File: src/rtl/team_wb_gpio_pkg.sv
// Shared register map, register index enum and byte-lane merge helpers
// for the Wishbone GPIO controller.
`timescale 1ns/1ps
package team_wb_gpio_pkg;

  localparam logic [31:0] WINDOW_SIZE = 32'd64;

  localparam logic [5:0] OFF_OUT_LO  = 6'h00;
  localparam logic [5:0] OFF_OUT_HI  = 6'h04;
  localparam logic [5:0] OFF_OEB_LO  = 6'h08;
  localparam logic [5:0] OFF_OEB_HI  = 6'h0C;
  localparam logic [5:0] OFF_IN_LO   = 6'h10;
  localparam logic [5:0] OFF_IN_HI   = 6'h14;
  localparam logic [5:0] OFF_EN_LO   = 6'h18;
  localparam logic [5:0] OFF_EN_HI   = 6'h1C;
  localparam logic [5:0] OFF_MODE_LO = 6'h20;
  localparam logic [5:0] OFF_MODE_HI = 6'h24;
  localparam logic [5:0] OFF_STAT_LO = 6'h28;
  localparam logic [5:0] OFF_STAT_HI = 6'h2C;
  localparam logic [5:0] OFF_ID      = 6'h30;

  // Word index within the window (offset bits 5:2)
  typedef enum logic [3:0] {
    REG_OUT_LO  = 4'd0,
    REG_OUT_HI  = 4'd1,
    REG_OEB_LO  = 4'd2,
    REG_OEB_HI  = 4'd3,
    REG_IN_LO   = 4'd4,
    REG_IN_HI   = 4'd5,
    REG_EN_LO   = 4'd6,
    REG_EN_HI   = 4'd7,
    REG_MODE_LO = 4'd8,
    REG_MODE_HI = 4'd9,
    REG_STAT_LO = 4'd10,
    REG_STAT_HI = 4'd11,
    REG_ID      = 4'd12
  } gpio_reg_e;

  // Replace only the byte lanes whose select bit is set
  function automatic logic [31:0] byte_merge(input logic [31:0] old_v,
                                             input logic [31:0] new_v,
                                             input logic [3:0]  sel);
    logic [31:0] res;
    res = old_v;
    for (int n = 0; n < 4; n++) begin
      if (sel[n]) res[8*n +: 8] = new_v[8*n +: 8];
    end
    return res;
  endfunction

  // Byte-merge into the LO or HI half of a 64-bit register
  function automatic logic [63:0] word_merge(input logic [63:0] old_v,
                                             input logic [31:0] new_v,
                                             input logic [3:0]  sel,
                                             input logic        hi);
    logic [63:0] res;
    res = old_v;
    if (hi) res[63:32] = byte_merge(old_v[63:32], new_v, sel);
    else    res[31:0]  = byte_merge(old_v[31:0],  new_v, sel);
    return res;
  endfunction

endpackage

File: src/rtl/team_wb_gpio_ctrl_edge_sync.sv
// Two-flop input synchronizer plus history flop; flags per-bit rising and
// falling edges of the synchronized value.
`timescale 1ns/1ps
module gpio_edge_sync #(
  parameter int WIDTH = 38
) (
  input  logic             clk,
  input  logic             rst,
  input  logic [WIDTH-1:0] din,
  output logic [WIDTH-1:0] sync,
  output logic [WIDTH-1:0] rise,
  output logic [WIDTH-1:0] fall
);

  logic [WIDTH-1:0] s1;
  logic [WIDTH-1:0] s2;
  logic [WIDTH-1:0] h;

  // Metastability chain followed by one cycle of history for edge detection
  always_ff @(posedge clk or posedge rst) begin
    if (rst) begin
      s1 <= '0;
      s2 <= '0;
      h  <= '0;
    end else begin
      s1 <= din;
      s2 <= s1;
      h  <= s2;
    end
  end

  assign sync = s2;
  assign rise = s2 & ~h;
  assign fall = ~s2 & h;

endmodule

File: src/rtl/team_wb_gpio_ctrl.sv
// Wishbone classic slave exposing GPIO output, output-enable, synchronized
// input and edge-interrupt registers; reserved pins are forced to input.
`timescale 1ns/1ps
module team_wb_gpio_ctrl
  import team_wb_gpio_pkg::*;
#(
  parameter int          NUM_GPIO      = 38,
  parameter logic [31:0] BASE_ADDR     = 32'h3000_0000,
  parameter logic [63:0] RESERVED_MASK = 64'h1E,
  parameter logic [31:0] ID_VALUE      = 32'h6770_0001
) (
  input  logic                wb_clk_i,
  input  logic                wb_rst_i,
  input  logic                wbs_stb_i,
  input  logic                wbs_cyc_i,
  input  logic                wbs_we_i,
  input  logic [3:0]          wbs_sel_i,
  input  logic [31:0]         wbs_adr_i,
  input  logic [31:0]         wbs_dat_i,
  output logic                wbs_ack_o,
  output logic [31:0]         wbs_dat_o,
  input  logic [NUM_GPIO-1:0] gpio_in,
  output logic [NUM_GPIO-1:0] gpio_out,
  output logic [NUM_GPIO-1:0] gpio_oeb,
  output logic                irq_o
);

  // Bits that correspond to real pins; everything above reads 0
  localparam logic [63:0] PIN_MASK = (NUM_GPIO >= 64) ? {64{1'b1}}
                                   : ((64'd1 << NUM_GPIO) - 64'd1);
  localparam logic [63:0] RES_MASK = RESERVED_MASK & PIN_MASK;

  logic [31:0] off;
  logic        in_win;
  logic        req;
  logic        wr;
  gpio_reg_e   reg_idx;
  logic [31:0] rdata;
  logic [31:0] w1c_lane;
  logic [63:0] w1c64;

  logic [63:0] out_q;
  logic [63:0] oeb_q;
  logic [63:0] en_q;
  logic [63:0] mode_q;
  logic [63:0] stat_q;

  logic [63:0] out_eff;
  logic [63:0] oeb_eff;
  logic [63:0] in64;
  logic [63:0] rise64;
  logic [63:0] fall64;
  logic [63:0] ev64;

  logic [NUM_GPIO-1:0] sync_w;
  logic [NUM_GPIO-1:0] rise_w;
  logic [NUM_GPIO-1:0] fall_w;

  // Address decode; unsigned wrap makes below-base addresses fall outside
  assign off     = wbs_adr_i - BASE_ADDR;
  assign in_win  = (off < WINDOW_SIZE);
  assign req     = wbs_stb_i & wbs_cyc_i & in_win & ~wbs_ack_o;
  assign wr      = req & wbs_we_i;
  assign reg_idx = gpio_reg_e'(off[5:2]);

  // Byte-lane-qualified write data, used as the clear mask for STAT
  assign w1c_lane = byte_merge(32'h0, wbs_dat_i, wbs_sel_i);

  gpio_edge_sync #(
    .WIDTH (NUM_GPIO)
  ) u_edge_sync (
    .clk  (wb_clk_i),
    .rst  (wb_rst_i),
    .din  (gpio_in),
    .sync (sync_w),
    .rise (rise_w),
    .fall (fall_w)
  );

  // Widen pin-domain vectors to the 64-bit register layout and select events
  always_comb begin
    in64   = '0;
    rise64 = '0;
    fall64 = '0;
    in64[NUM_GPIO-1:0]   = sync_w;
    rise64[NUM_GPIO-1:0] = rise_w;
    fall64[NUM_GPIO-1:0] = fall_w;
    ev64 = ((rise64 & ~mode_q) | (fall64 & mode_q)) & ~RES_MASK;
  end

  // Reserved pins forced to input at the pads and on readback
  assign out_eff  = out_q & ~RES_MASK;
  assign oeb_eff  = oeb_q | RES_MASK;
  assign gpio_out = out_eff[NUM_GPIO-1:0];
  assign gpio_oeb = oeb_eff[NUM_GPIO-1:0];
  assign irq_o    = |(stat_q & en_q);

  // Write-1-to-clear mask for the addressed STAT half
  always_comb begin
    w1c64 = '0;
    if (wr && reg_idx == REG_STAT_LO) w1c64[31:0]  = w1c_lane;
    if (wr && reg_idx == REG_STAT_HI) w1c64[63:32] = w1c_lane;
  end

  // Read mux; unmapped offsets return 0
  always_comb begin
    rdata = '0;
    case (reg_idx)
      REG_OUT_LO:  rdata = out_eff[31:0];
      REG_OUT_HI:  rdata = out_eff[63:32];
      REG_OEB_LO:  rdata = oeb_eff[31:0];
      REG_OEB_HI:  rdata = oeb_eff[63:32];
      REG_IN_LO:   rdata = in64[31:0];
      REG_IN_HI:   rdata = in64[63:32];
      REG_EN_LO:   rdata = en_q[31:0];
      REG_EN_HI:   rdata = en_q[63:32];
      REG_MODE_LO: rdata = mode_q[31:0];
      REG_MODE_HI: rdata = mode_q[63:32];
      REG_STAT_LO: rdata = stat_q[31:0];
      REG_STAT_HI: rdata = stat_q[63:32];
      REG_ID:      rdata = ID_VALUE;
      default:     rdata = '0;
    endcase
  end

  // Single-cycle ack; read data is only non-zero during an acked read
  always_ff @(posedge wb_clk_i or posedge wb_rst_i) begin
    if (wb_rst_i) begin
      wbs_ack_o <= 1'b0;
      wbs_dat_o <= '0;
    end else begin
      wbs_ack_o <= req;
      wbs_dat_o <= (req && !wbs_we_i) ? rdata : '0;
    end
  end

  // Read/write register file, updated on the edge that acks the write
  always_ff @(posedge wb_clk_i or posedge wb_rst_i) begin
    if (wb_rst_i) begin
      out_q  <= '0;
      oeb_q  <= PIN_MASK;
      en_q   <= '0;
      mode_q <= '0;
    end else if (wr) begin
      case (reg_idx)
        REG_OUT_LO:  out_q  <= word_merge(out_q,  wbs_dat_i, wbs_sel_i, 1'b0) & PIN_MASK;
        REG_OUT_HI:  out_q  <= word_merge(out_q,  wbs_dat_i, wbs_sel_i, 1'b1) & PIN_MASK;
        REG_OEB_LO:  oeb_q  <= word_merge(oeb_q,  wbs_dat_i, wbs_sel_i, 1'b0) & PIN_MASK;
        REG_OEB_HI:  oeb_q  <= word_merge(oeb_q,  wbs_dat_i, wbs_sel_i, 1'b1) & PIN_MASK;
        REG_EN_LO:   en_q   <= word_merge(en_q,   wbs_dat_i, wbs_sel_i, 1'b0) & PIN_MASK;
        REG_EN_HI:   en_q   <= word_merge(en_q,   wbs_dat_i, wbs_sel_i, 1'b1) & PIN_MASK;
        REG_MODE_LO: mode_q <= word_merge(mode_q, wbs_dat_i, wbs_sel_i, 1'b0) & PIN_MASK;
        REG_MODE_HI: mode_q <= word_merge(mode_q, wbs_dat_i, wbs_sel_i, 1'b1) & PIN_MASK;
        default: ;
      endcase
    end
  end

  // Interrupt status: a new event wins over a simultaneous clear
  always_ff @(posedge wb_clk_i or posedge wb_rst_i) begin
    if (wb_rst_i) begin
      stat_q <= '0;
    end else begin
      stat_q <= ((stat_q & ~w1c64) | ev64) & PIN_MASK;
    end
  end

endmodule
File: config.mk
export PLATFORM = sky130hd
export DESIGN_NAME = team_wb_gpio_ctrl
export DESIGN_NICKNAME = d
export VERILOG_FILES = /design/src/rtl/team_wb_gpio_pkg.sv /design/src/rtl/team_wb_gpio_ctrl_edge_sync.sv /design/src/rtl/team_wb_gpio_ctrl.sv
export SDC_FILE = /design/constraint.sdc
export NUM_CORES = 1
export LEC_CHECK = 0
export ABC_CLOCK_PERIOD_IN_PS = 6740
export BUFFER_PORTS_ARGS = -buffer_cell sky130_fd_sc_hd__buf_2
export CAP_MARGIN = 0
export CORE_ASPECT_RATIO = 0.6
export CORE_MARGIN = 3
export CORE_UTILIZATION = 51
export CTS_CLUSTER_SIZE = 14
export DETAILED_ROUTE_END_ITERATION = 16
export GPL_TIMING_DRIVEN = 1
export HOLD_SLACK_MARGIN = 0.08
export PLACE_DENSITY_LB_ADDON = 0.1
export SKIP_CTS_REPAIR_TIMING = 1
export SLEW_MARGIN = 5
export SYNTH_ARGS = -nofsm -noshare
export SYNTH_HDL_FRONTEND = slang
export SYNTH_HIERARCHICAL = 1
export SYNTH_SLANG_ARGS = --single-unit
File: constraint.sdc
create_clock -name wb_clk_i -period 6.74 [get_ports wb_clk_i]
set_input_delay 1.348 -clock wb_clk_i [delete_from_list [all_inputs] [get_ports wb_clk_i]]
set_output_delay 1.348 -clock wb_clk_i [all_outputs]
set_load 0.01 [all_outputs]
; ---- After elaboration in Yosys (flattened, before gate mapping)
; Index checks and enable logic that the tools add are counted.
[op_classes]
reduce_logical = 34
order_cmp = 1
addsub = 1
n_eq_ne = 12
mux = 20
n_bitwise = 25
[op_table]
columns = op, n
row1 = 64-bit case mux with 2 select lines, 4
row2 = 32-bit case mux with 13 select lines, 1
row3 = 38-bit bitwise AND, 5
row4 = 38-bit inverter, 4
row5 = 4-bit AND reduction, 20
row6 = 38-bit bitwise OR, 2
row7 = 38-bit by 64-bit bitwise AND with 64-bit output, 1
row8 = 32-bit 2-to-1 mux, 2
row9 = 8-bit 2-to-1 mux, 8
row10 = 64-bit OR reduction, 1
row11 = "32-bit by 7-bit less-than comparator with 1-bit output, second input constant", 1
row12 = "32-bit by 30-bit subtractor with 32-bit output, second input constant", 1
row13 = 6-bit 2-to-1 mux, 5
row14 = "4-bit == test, second input constant", 5
row15 = "4-bit by 3-bit == test with 1-bit output, second input constant", 4
row16 = 1-bit inverter, 9
row17 = "4-bit by 2-bit == test with 1-bit output, second input constant", 2
row18 = 2-bit AND reduction, 4
row19 = 2-bit nonzero test, 4
row20 = 1-bit bitwise AND, 4
row21 = "4-bit by 1-bit == test with 1-bit output, second input constant", 1
row22 = 4-bit logical NOT, 1
row23 = 1-bit logical AND, 3
row24 = 1-bit logical NOT, 1
[totals]
regBits = 441
output_inout_bits = 110
word_cells = 123

; ---- Depth between registers and ports, before layout
; Gate-level depths: netlist of run 1.
[logic_depth]
depth_word = 10
ltp_mapped = 8

; ---- Modules after synthesis
; The synthesis of run 1 kept the hierarchy.
[by_module_without_submodules]
columns = mod, seq_area_each_um2, area_per_inst_um2, instances, cells_per_inst
row1 = team_wb_gpio_ctrl, 5422.7, 10313.6, 1, 1044
row2 = gpio_edge_sync, 2852.7, 3522.1, 1, 191

; ---- Least setup slack after synthesis of run 1
; No wires, ideal clock.
[synth_path]
kind = input to register
start = input port wbs_adr_i[31]
end = register en_q[33]
slack_ns = 3.537
setup_time_ns = 0.125
t_arrival_ns = 3.078
path_stages = 6
path_cell_list = or4_4 nor4_4 buf_6 nand3_4 nor2_4 mux2_2
[synth_between]
elab_chain_len = 6
[synth_lines]
columns = element, line
row1 = start: declaration, team_wb_gpio_ctrl.sv:18  ; input logic [31:0] wbs_adr_i,
row2 = 32-bit by 30-bit subtractor with 32-bit output, team_wb_gpio_ctrl.sv:60  ; assign off = wbs_adr_i - BASE_ADDR;
row3 = 32-bit by 7-bit less-than comparator with 1-bit output, team_wb_gpio_ctrl.sv:61  ; assign in_win = (off < WINDOW_SIZE);
row4 = 1-bit bitwise AND (2 in a row), team_wb_gpio_ctrl.sv:62  ; assign req = wbs_stb_i & wbs_cyc_i & in_win & ~wbs_ack_o;
row5 = 1-bit bitwise AND, team_wb_gpio_ctrl.sv:63  ; assign wr = req & wbs_we_i;
row6 = 4-bit AND reduction (no line), n/a
row7 = end signal: assignment, team_wb_gpio_ctrl.sv:150  ; REG_EN_LO: en_q <= word_merge(en_q, wbs_dat_i, wbs_sel_i, 1'b0) & PIN_MASK;
row8 = end signal: assignment, team_wb_gpio_ctrl.sv:151  ; REG_EN_HI: en_q <= word_merge(en_q, wbs_dat_i, wbs_sel_i, 1'b1) & PIN_MASK;
row9 = end: declaration, team_wb_gpio_ctrl.sv:44  ; logic [63:0] en_q;
; No other way between the ends.
; A chain may end at the register's enable or synchronous reset.

; ---- Worst setup path after layout of run 1
[layout_path]
start = input port wbs_adr_i[5]
end = register stat_q[17]
[layout_between]
elab_chain_len = 10
elab_cells_between_ends = 11
[layout_lines]
columns = element, line
row1 = 32-bit by 30-bit subtractor with 32-bit output *, team_wb_gpio_ctrl.sv:60
row2 = 32-bit by 7-bit less-than comparator with 1-bit output, team_wb_gpio_ctrl.sv:61
row3 = 1-bit bitwise AND (2 in a row), team_wb_gpio_ctrl.sv:62
row4 = 1-bit bitwise AND, team_wb_gpio_ctrl.sv:63
row5 = 1-bit logical AND *, team_wb_gpio_ctrl.sv:101  ; if (wr && reg_idx == REG_STAT_LO) w1c64[31:0] = w1c_lane;
row6 = 32-bit 2-to-1 mux *, team_wb_gpio_ctrl.sv:101
row7 = 38-bit inverter *, team_wb_gpio_ctrl.sv:164  ; stat_q <= ((stat_q & ~w1c64) | ev64) & PIN_MASK;
row8 = 38-bit bitwise AND *, team_wb_gpio_ctrl.sv:164
row9 = 38-bit bitwise OR *, team_wb_gpio_ctrl.sv:164
row10 = end signal: assignment, team_wb_gpio_ctrl.sv:164
row11 = end: declaration, team_wb_gpio_ctrl.sv:46  ; logic [63:0] stat_q;
; Every way passes the cells marked *; elsewhere a longest branch is shown, timed or not.

==> results.md, run 1 <==
- Outcome: finished, final reports clean
- CTS Root Cell: clkbuf_16
- Initial antenna violation count: 0
- P per Cell Area: about 240 nW/um2
- DR iter-0 viols: approximately 1300
- Hold crit path type: flop to flop
- Final non-filler cell total: 1781
- Vias in the first global route: 10210
- Final worst path period share: 0.6084
- Final GP Congestion: 0.9005
- Clock tree buffer depth: 3
- Antenna Nets Post-Route: 0
- Die height: ~130 um
- Clock transition at path regs: 0.07 ns
- Worst Path Buf+Inv: 2
- Layout net count: 1518
- Lkg Pwr: around 7.4 nW
- Hold Violations, Final: 0
- Worst-Skew Late Latency: between 0.5 and 0.6 ns
- Synth Area per Inst: about 11 um2
- PortBufs: 210
- Row cnt: 45
- Pre-antenna DRT Iters: 6
- Worst rel slew slack: 0.1464
- Critical path class: input pin to flop
- Top-level I/O count: about 220
- Setup WS post-layout: approximately 2.6 ns
- Crit path required time: just over 7 ns
- Max stage delay on crit path: roughly 1.1 ns
- Maximum VDD drop: 0.0001425 V
- Dpl ws: between 2 and 2.5 ns
- CP max FO: 28
- Initial Util: 0.5299
- Post-DP HPWL: around 27000 um
- Antenna cells: 0
- Routed len/inst: roughly 22 um
- Core area: approximately 26000 um2
- Routed vias/inst: just under 6
- Die area: 28860 um2
- H-tree levels: 1
- Tot GR Track Use: 0.2786
- Crit path capture type: flop
- CP startpoint kind: input pin
- RSZ-0062 raised after global routing: no
- Max frequency: around 0.24 GHz
- Worst EP arrival: approximately 4.5 ns
- CP delay by family, top: simple AND/OR/NAND/NOR gates
- DR vias: between 10000 and 15000
- Crit-path cells: buf_2 -> nand2b_1 -> nor2_2 -> buf_4 -> and4_2 -> nand2_1 -> a221o_1
- Total CTS buffers: 29
- Mapped Area: 13670 um2
- Clk_skew: 0.009108 ns
- Clk sinks: approximately 330
- Total Wirelength: approximately 40000 um
- Slowest cell on the critical path: nor2_2
- DIE WIDTH: between 200 and 250 um
- GRT overflow: 0
- CTS tree: yes
- Area added between synthesis and finish: 16.07%
- Dpl cells: around 1700
- Global-route wire length before repair: 62200 um
- Final Max Slew Viols: 0
- Final min period: roughly 4 ns
- Worst Hold Margin: between 0.3 and 0.4 ns
- Max-Cap Viols: 0
- Share of layout cells above drive strength 1: 0.3016
- Syn. warnings: 6
- Least-Margin Pin Slew: ~1.3 ns
- Final setup fails: 0
- Drt drc: 0
- Syn Inst Count: roughly 1200
- Largest net degree at the start of global routing: approximately 120
- TNS Setup: 0 ns
==> final timing paths <==
check / startpoint / end / slack [ns] / cells past startpoint
worst min-delay path: u_edge_sync/s1[10]$_DFF_PP0_ / u_edge_sync/sync[10]$_DFF_PP0_ / 0.35 / 0
min in group asynchronous: wb_rst_i / u_edge_sync/sync[9]$_DFF_PP0_ / 0.95 / 2
worst max-delay path: wbs_adr_i[5] / stat_q[17]$_DFF_PP0_ / 2.64 / 7
max in group asynchronous: wb_rst_i / en_q[30]$_DFFE_PP0P_ / 4.40 / 3
worst min register to register: u_edge_sync/s1[10]$_DFF_PP0_ / u_edge_sync/sync[10]$_DFF_PP0_ / 0.35 / 0
worst max register to register: wbs_ack_o$_DFF_PP0_ / wbs_dat_o[6]$_DFF_PP0_ / 4.07 / 6
==> cell usage in the layout, fill, tap and decap left out, types with 7 or more instances in the layout <==
master / count
dfstp_2: 34
a22oi_1: 79
a22o_1: 8
nor2b_1: 40
buf_4: 10
nand2_1: 280
nand4_4: 8
o221ai_1: 7
and2b_2: 68
mux2_2: 32
o21ai_1: 16
clkbuf_8: 8
a31oi_1: 31
nand3_1: 8
a221oi_1: 9
buf_2: 210
conb_1: 8
nand4_1: 11
a21oi_1: 7
a222oi_1: 7
o21ai_0: 107
clkbuf_16: 29
dfrtp_1: 291
a221o_1: 34
nor2_1: 7
clkbuf_1: 11
==> area by class of cell <==
class,instances,area (um2)
well taps,352,440.4
clock inverters,5,50.05
repair buffers,221,1146
inverters,4,21.27
fillers,2175,9926
multi-input cells,826,5151
clock buffers,48,877.1
flip-flops and latches,325,8175
==> per-layer routing <==
layer  wire length (um)  part of all wire  up-vias  track usage
li1                   -                 -     4710            -
met1              18660              0.47     5240       0.4387
met2              16860              0.42      486       0.3891
met3               3767             0.094       62      0.07092
met4                700             0.018        0      0.05791
met5                  0                 0        -            0
==> power by group <==
part	switching, mW	leakage, nW	internal [mW]
Sequential	0.0209	3.98	1.98
Combinational	0.137	2.95	0.0698
Clock	0.717	0.458	0.921
==> metrics by stage <==
stage	util	area (um2)	total power, mW
after detailed placement	0.5791	14930	2.247
after CTS	0.6151	15860	3.873
final	0.6151	15860	3.850
after global routing	0.6151	15860	3.983
after floorplan	-	13690	2.153
after global placement	0.5791	14930	2.243
==> worst reg2reg max path, stage by stage (launching register included) <==
cell and delay, ns:
dfrtp_1 0.41, nor4_1 0.20, and4_1 0.23, buf_4 0.35, and2_1 0.25, nand2_2 0.57
a31oi_1 0.52
==> sequential cells by signal, summed over array words and instances, names as in the netlist <==
name / count
en_q: 38
mode_q: 38
oeb_q: 34
out_q: 34
stat_q: 38
u_edge_sync/h: 34
u_edge_sync/s1: 38
u_edge_sync/sync: 38
wbs_ack_o: 1
wbs_dat_o: 32
Power figures use the tool's default switching activity.
==> run 2: changes to the inputs <==
--- a/config.mk
+++ b/config.mk
@@ -5,7 +5,7 @@
 export SDC_FILE = /design/constraint.sdc
 export NUM_CORES = 1
 export LEC_CHECK = 0
-export ABC_CLOCK_PERIOD_IN_PS = 6740
+export ABC_CLOCK_PERIOD_IN_PS = 3700
 export BUFFER_PORTS_ARGS = -buffer_cell sky130_fd_sc_hd__buf_2
 export CAP_MARGIN = 0
 export CORE_ASPECT_RATIO = 0.6
==> constraint.sdc (replaced) <==
create_clock -name wb_clk_i -period 3.7 [get_ports wb_clk_i]
set_input_delay 0.74 -clock wb_clk_i [delete_from_list [all_inputs] [get_ports wb_clk_i]]
set_output_delay 0.74 -clock wb_clk_i [all_outputs]
set_load 0.01 [all_outputs]
==> run 2 against run 1 <==
Clock skew is 0.0022 ns higher. Die area stayed put. Largest power group unchanged. Clock power is 98% higher. Setup slack worse by 2.0 ns. Critical path type is now flop to output port. Combinational power is 88% higher. Sequential cell count stayed put. Power is 89% higher. Sequential share of layout area is 1.1 points lower.
==> results.md, run 2 (synthesis gave the netlist of run 1 again) <==
- Hold crit path type: input pin to async pin (was flop to flop)
- Worst reg2reg path startpoint: wbs_ack_o$_DFF_PP0_ (unchanged)
- PortBufs: 210 (unchanged)
- Least-Margin Pin Slew: 0.7400 ns (was 1.279 ns)
- Top-level I/O count: 221 (unchanged)
- Commonest non-fill, non-tap cell in the layout: dfrtp_1 (unchanged)
- Final setup fails: 0 (unchanged)
- CP startpoint kind: flop (was input pin)
- H-tree levels: 1 (unchanged)
- CP max FO: 3 (was 28)
- P per Cell Area: 449.4 nW/um2 (was 242.7 nW/um2)
- Hold Violations, Final: 0 (unchanged)
- Max frequency: 0.3222 GHz
- Routed vias/inst: 5.832 (was 5.894)
- Clk_skew: 0.01126 ns (was 0.009108 ns)
- Reg area: 8175 um2 (unchanged)
- Worst EP arrival: 2.36 ns (was 4.54 ns)
- Crit path required time: 2.96 ns (was 7.18 ns)
- RSZ-0062 raised after global routing: no (unchanged)
- FF-to-FF setup slack: 1.25 ns (was 4.07 ns)
- CTS tree: yes (unchanged)
- Total CTS buffers: 30 (was 29)
- TNS Setup: 0 ns (unchanged)
- Most frequent cells in the layout: dfrtp_1, nand2_1, buf_2 (unchanged)
- Share of layout cells above drive strength 1: 0.3155 (was 0.3016)
- Setup WS post-layout: 0.5965 ns (was 2.639 ns)
- Initial antenna violation count: 0 (unchanged)
- DR iter-0 viols: 1435 (was 1291)
- CTS Root Cell: clkbuf_16 (unchanged)
- Tot GR Track Use: 0.2786 (about the same)
- GRT overflow: 0 (unchanged)
- Dpl ws: 0.5134 ns (was 2.212 ns)
- Layout net count: 1548 (was 1518)
- Die area: 28860 um2 (unchanged)
- Final GP Congestion: 0.9240 (was 0.9005)
- Fill cells: 2110 (was 2175)
- Die height: 132.8 um (unchanged)
- Drt drc: 0 (unchanged)
- Core area: 25790 um2 (unchanged)
- Final min period: ~3.1 ns
- Capturing point of the worst reg2reg path: oeb_q[27]$_DFFE_PP1P_ (was wbs_dat_o[6]$_DFF_PP0_)
- Antenna cells: 0 (unchanged)
- R2r worst-path depth: 4 (was 6)
- Lkg Pwr: 7.593 nW (was 7.388 nW)
- Crit path capture type: output port (was flop)
- Global-route wire length before repair: 62300 um (was 62200 um)
- Post-DP HPWL: 27950 um (was 26930 um)
- Total Wirelength: 39860 um (was 39990 um)
- Largest net degree at the start of global routing: 84 (was 117)
- Pre-antenna DRT Iters: 6 (unchanged)
- Row cnt: 45 (unchanged)
- Maximum VDD drop: 0.0003137 V (was 0.0001425 V)
- Crit. Startpoint: en_q[10]$_DFFE_PP0P_ (was wbs_adr_i[5])
- Final worst path period share: 0.8388
- Vias in the first global route: 10380 (was 10210)
- Clock transition at path regs: 0.06 ns (was 0.07 ns)
- Worst rel slew slack: 0.5028 (was 0.1464)
- Clock tree buffer depth: 3 (unchanged)
- Antenna Nets Post-Route: 0 (unchanged)
- Area added between synthesis and finish: 18.69% (was 16.07%)
- Initial Util: 0.5299 (unchanged)
- Routed len/inst: 21.99 um (was 22.45 um)
- Max-Cap Viols: 0 (unchanged)
- Clk sinks: 325 (unchanged)
- Multi-input gate area: 5134 um2 (was 5151 um2)
- Worst-Skew Late Latency: 0.57 ns (was 0.56 ns)
- DR vias: 10570 (was 10500)
- Critical path class: flop to output port (was input pin to flop)
- Final Max Slew Viols: 0 (unchanged)
- DIE WIDTH: 217.3 um (unchanged)
- Outcome: finished, final reports clean (unchanged)
## run 2: how the worst max path moves through the flow
stage,end,slack [ns]
after floorplan,u_edge_sync/h[0]$_DFF_PP0_,0.06
after global placement,oeb_q[25]$_DFFE_PP1P_,0.59
after detailed placement,oeb_q[27]$_DFFE_PP1P_,0.51
after CTS,irq_o,0.61
after global routing,irq_o,0.44
final,irq_o,0.60
## run 2: per-layer routing
layer	part of all wire	track usage
met1	0.46	0.4379
met2	0.42	0.3977
met3	0.094	0.06128
met4	0.019	0.05863
met5	0	0
## run 2: cell type report
cell class / instances / share of cell area
Sequential cell: 325 / 0.5041
Clock inverter: 7 / 0.007020
Multi-Input combinational cell: 826 / 0.3165
Inverter: 4 / 0.001311
Timing Repair Buffer: 250 / 0.08640
Clock buffer: 49 / 0.05755
Tap cell: 352 / 0.02715
## run 2: stage by stage
stage / instances / power [mW] / utilization / hold WS, ns / instance area, um2
after global placement: 1757 / 4.096 / 0.5884 / 0.3334 / 15170
after floorplan: 1229 / 3.922 / - / 0.3312 / 13690
final: 1813 / 7.289 / 0.6290 / 0.1486 / 16220
after CTS: 1813 / 7.353 / 0.6290 / 0.1395 / 16220
after global routing: 1813 / 7.544 / 0.6290 / 0.1596 / 16220
after detailed placement: 1757 / 4.103 / 0.5884 / 0.3347 / 15170
## run 2: worst max-delay path: stages (launching register included)
cell and delay [ns]:
dfrtp_1 0.41, a22o_1 0.29, a221oi_1 0.37, nand4_1 0.15, nor3_1 0.17, nand4_1 0.21
buf_2 0.20
## run 2: power by group
group	total, mW	switching, mW	internal (mW)
logic	0.387	0.248	0.139
registers	3.65	0.0374	3.62
clock network	3.25	1.32	1.93
==> run 3: changes to the inputs <==
--- a/config.mk
+++ b/config.mk
@@ -5,7 +5,8 @@
 export SDC_FILE = /design/constraint.sdc
 export NUM_CORES = 1
 export LEC_CHECK = 0
-export ABC_CLOCK_PERIOD_IN_PS = 3700
+export ABC_AREA = 1
+export ABC_CLOCK_PERIOD_IN_PS = 2540
 export BUFFER_PORTS_ARGS = -buffer_cell sky130_fd_sc_hd__buf_2
 export CAP_MARGIN = 0
 export CORE_ASPECT_RATIO = 0.6
==> constraint.sdc (replaced) <==
create_clock -name wb_clk_i -period 2.54 [get_ports wb_clk_i]
set_input_delay 0.508 -clock wb_clk_i [delete_from_list [all_inputs] [get_ports wb_clk_i]]
set_output_delay 0.508 -clock wb_clk_i [all_outputs]
set_load 0.01 [all_outputs]
==> run 3 against run 2 <==
Final area is 15% higher. Sequential power is 46% higher. Via count grew 35%. Clock skew is 0.0057 ns higher. Worst hold slack improved by 0.079 ns. Wire length up 22%. Sequential share of layout area is 6.6 points lower. Synthesized cell count grew 56%. Critical path depth is 1 higher. Register-to-register slack got worse by 0.65 ns. Clock power up 60%. Critical path type unchanged. Largest cell class unchanged. Largest power group unchanged.
==> results.md, run 3 <==
- Final non-filler cell total: 2569 (was 1813)
- RSZ-0062 raised after global routing: yes (was no)
- Outcome: finished, final reports clean (unchanged)
- Worst Hold Margin: 0.2274 ns (was 0.1486 ns)
- WHS Endpoint: oeb_q[37]$_DFFE_PP1P_
- Max-Cap Viols: 0 (unchanged)
- Dpl ws: 0.3515 ns (was 0.5134 ns)
- Worst EP arrival: 2.03 ns (was 2.36 ns)
- Clock transition at path regs: 0.07 ns (was 0.06 ns)
- H-tree levels: 1 (unchanged)
- Final GP Congestion: 0.9248 (was 0.9240)
- Global-route wire length before repair: 75320 um (was 62300 um)
- Core area: 29250 um2 (was 25790 um2)
- Final Max Slew Viols: 0 (unchanged)
- Die height: 140.7 um (was 132.8 um)
- Syn. warnings: 6 (unchanged)
- Row cnt: 48 (was 45)
- Crit path required time: 2.03 ns (was 2.96 ns)
- Worst Min Path Start: wbs_dat_i[5]
- Synth Area per Inst: 8.094 um2 (was 11.17 um2)
- Hold Crit Depth: 3
- TNS Setup: 0 ns (unchanged)
- Final Util: 0.6386 (was 0.6290)
- Final setup fails: 0 (unchanged)
- Worst rel slew slack: 0.4714 (was 0.5028)
- Critical path class: flop to output port (unchanged)
- Clock tree buffer depth: 3 (unchanged)
- Hold Violations, Final: 0 (unchanged)
- Crit path capture type: output port (unchanged)
- Setup WS post-layout: 0.0007427 ns (was 0.5965 ns)
- Pre-antenna DRT Iters: 6 (unchanged)
- Total CTS buffers: 31 (was 30)
- DR iter-0 viols: 1482 (was 1435)
- Max frequency: between 0.3 and 0.4 GHz
- Commonest non-fill, non-tap cell in the layout: nand2_1 (was dfrtp_1)
- Clk sinks: 325 (unchanged)
- Least-Margin Pin Slew: 0.7929 ns (was 0.7400 ns)
- Largest net degree at the start of global routing: 72 (was 84)
- CP max FO: 3 (unchanged)
- DR vias: 14310 (was 10570)
- Worst reg2reg path startpoint: wbs_ack_o$_DFF_PP0_ (unchanged)
- Most frequent cells in the layout: nand2_1, nor2_1, dfrtp_1 (was dfrtp_1, nand2_1, buf_2)
- Worst-Skew Late Latency: 0.59 ns (was 0.57 ns)
- Vias in the first global route: 13490 (was 10380)
- Post-DP HPWL: 31460 um (was 27950 um)
- Antenna cells: 0 (unchanged)
- CTS tree: yes (unchanged)
- Capturing point of the worst reg2reg path: wbs_dat_o[1]$_DFF_PP0_ (was oeb_q[27]$_DFFE_PP1P_)
- Final min period: roughly 2.5 ns
- Syn Inst Count: 1905 (was 1223)
- PortBufs: 210 (unchanged)
- Maximum VDD drop: 0.0004896 V (was 0.0003137 V)
- GRT overflow: 0 (unchanged)
- Hold crit path type: input pin to flop (was input pin to async pin)
- Lkg Pwr: 9.902 nW (was 7.593 nW)
- Drt drc: 0 (unchanged)
- Mapped Area: 15420 um2 (was 13670 um2)
- DIE WIDTH: 230.5 um (was 217.3 um)
- Dpl cells: 2465 (was 1757)
- Routed vias/inst: 5.571 (was 5.832)
- Initial antenna violation count: 0 (unchanged)
- R2r worst-path depth: 9 (was 4)
- Routed len/inst: 18.92 um (was 21.99 um)
- Die area: 32420 um2 (was 28860 um2)
- P per Cell Area: 605.3 nW/um2 (was 449.4 nW/um2)
- Antenna Nets Post-Route: 0 (unchanged)
- CP startpoint kind: flop (unchanged)
- CTS Root Cell: clkbuf_16 (unchanged)
- Layout net count: 2255 (was 1548)
- Tot GR Track Use: 0.2930 (was 0.2786)
- Share of layout cells above drive strength 1: 0.1895 (was 0.3155)
- Total Wirelength: 48620 um (was 39860 um)
- Fill cells: 2542 (was 2110)
- Initial Util: 0.5272 (was 0.5299)
- Top-level I/O count: 221 (unchanged)
- Area added between synthesis and finish: 21.14% (was 18.69%)
- Final worst path period share: 0.9997
- FF-to-FF setup slack: 0.60 ns (was 1.25 ns)
- Clk_skew: 0.01696 ns (was 0.01126 ns)
## run 3: cell count changes in the layout (fill, tap and decap cells not counted), moves of 31 or more
cell	previous run	this run
a221o_1	34	0
a22oi_1	79	0
a31oi_1	31	0
and2b_2	68	0
dlygate4sd3_1	0	39
inv_1	2	157
mux2_2	32	0
mux2i_1	1	34
nand2_1	283	642
nand4_1	11	193
nor2_1	7	291
nor2b_1	40	0
o21ai_0	107	12
## run 3: cell type report
type,count,area [um2],share of cell area
Clock buffer,43,890.9,0.04770
Clock inverter,15,254.0,0.01360
Inverter,171,649.4,0.03477
Multi-Input combinational cell,1306,6141,0.3288
Sequential cell,325,8175,0.4377
Tap cell,400,500.5,0.02680
Timing Repair Buffer,309,2067,0.1107
## run 3: worst max-delay path, cell delays in order (launching register included)
cell	delay, ns
dfrtp_1	0.41
nand2_2	0.09
o21ai_2	0.07
a21oi_2	0.11
nand4_1	0.28
nor2_1	0.18
nand2_1	0.14
buf_2	0.17
## run 3: worst max path at each step
| stage | slack, ns | cells past startpoint | from | endpoint |
|---|---|---|---|---|
| after global routing | -0.05 | 7 | stat_q[14]$_DFF_PP0_ | irq_o |
| final | 0.0007 | 7 | en_q[11]$_DFFE_PP0P_ | irq_o |
| after detailed placement | 0.35 | 8 | wbs_adr_i[2] | wbs_dat_o[30]$_DFF_PP0_ |
| after CTS | -0.07 | 7 | stat_q[19]$_DFF_PP0_ | irq_o |
| after global placement | 0.37 | 8 | wbs_adr_i[2] | wbs_dat_o[30]$_DFF_PP0_ |
| after floorplan | -0.74 | 1 | wb_rst_i | en_q[0]$_DFFE_PP0P_ |
## run 3: per-stage QoR
| step | total power, mW | cell area, um2 |
|---|---|---|
| after global routing | 11.69 | 18680 |
| after CTS | 11.34 | 18200 |
| after floorplan | 5.828 | 15450 |
| final | 11.31 | 18680 |
| after detailed placement | 6.136 | 17050 |
| after global placement | 6.120 | 17050 |
## run 3: where the power goes
part	internal, mW	leakage, nW	switching, mW	total (mW)
registers	5.27	3.98	0.0600	5.33
clock network	3.15	0.569	2.05	5.21
logic	0.247	5.35	0.526	0.773
## run 3: per-layer routing
layer | global-route usage | vias up | wire length [um]
met5 | 0 | - | 0
met4 | 0.09633 | 0 | 1693
met3 | 0.06765 | 121 | 4894
met2 | 0.4229 | 739 | 20770
met1 | 0.4369 | 6870 | 21260
li1 | - | 6581 | -
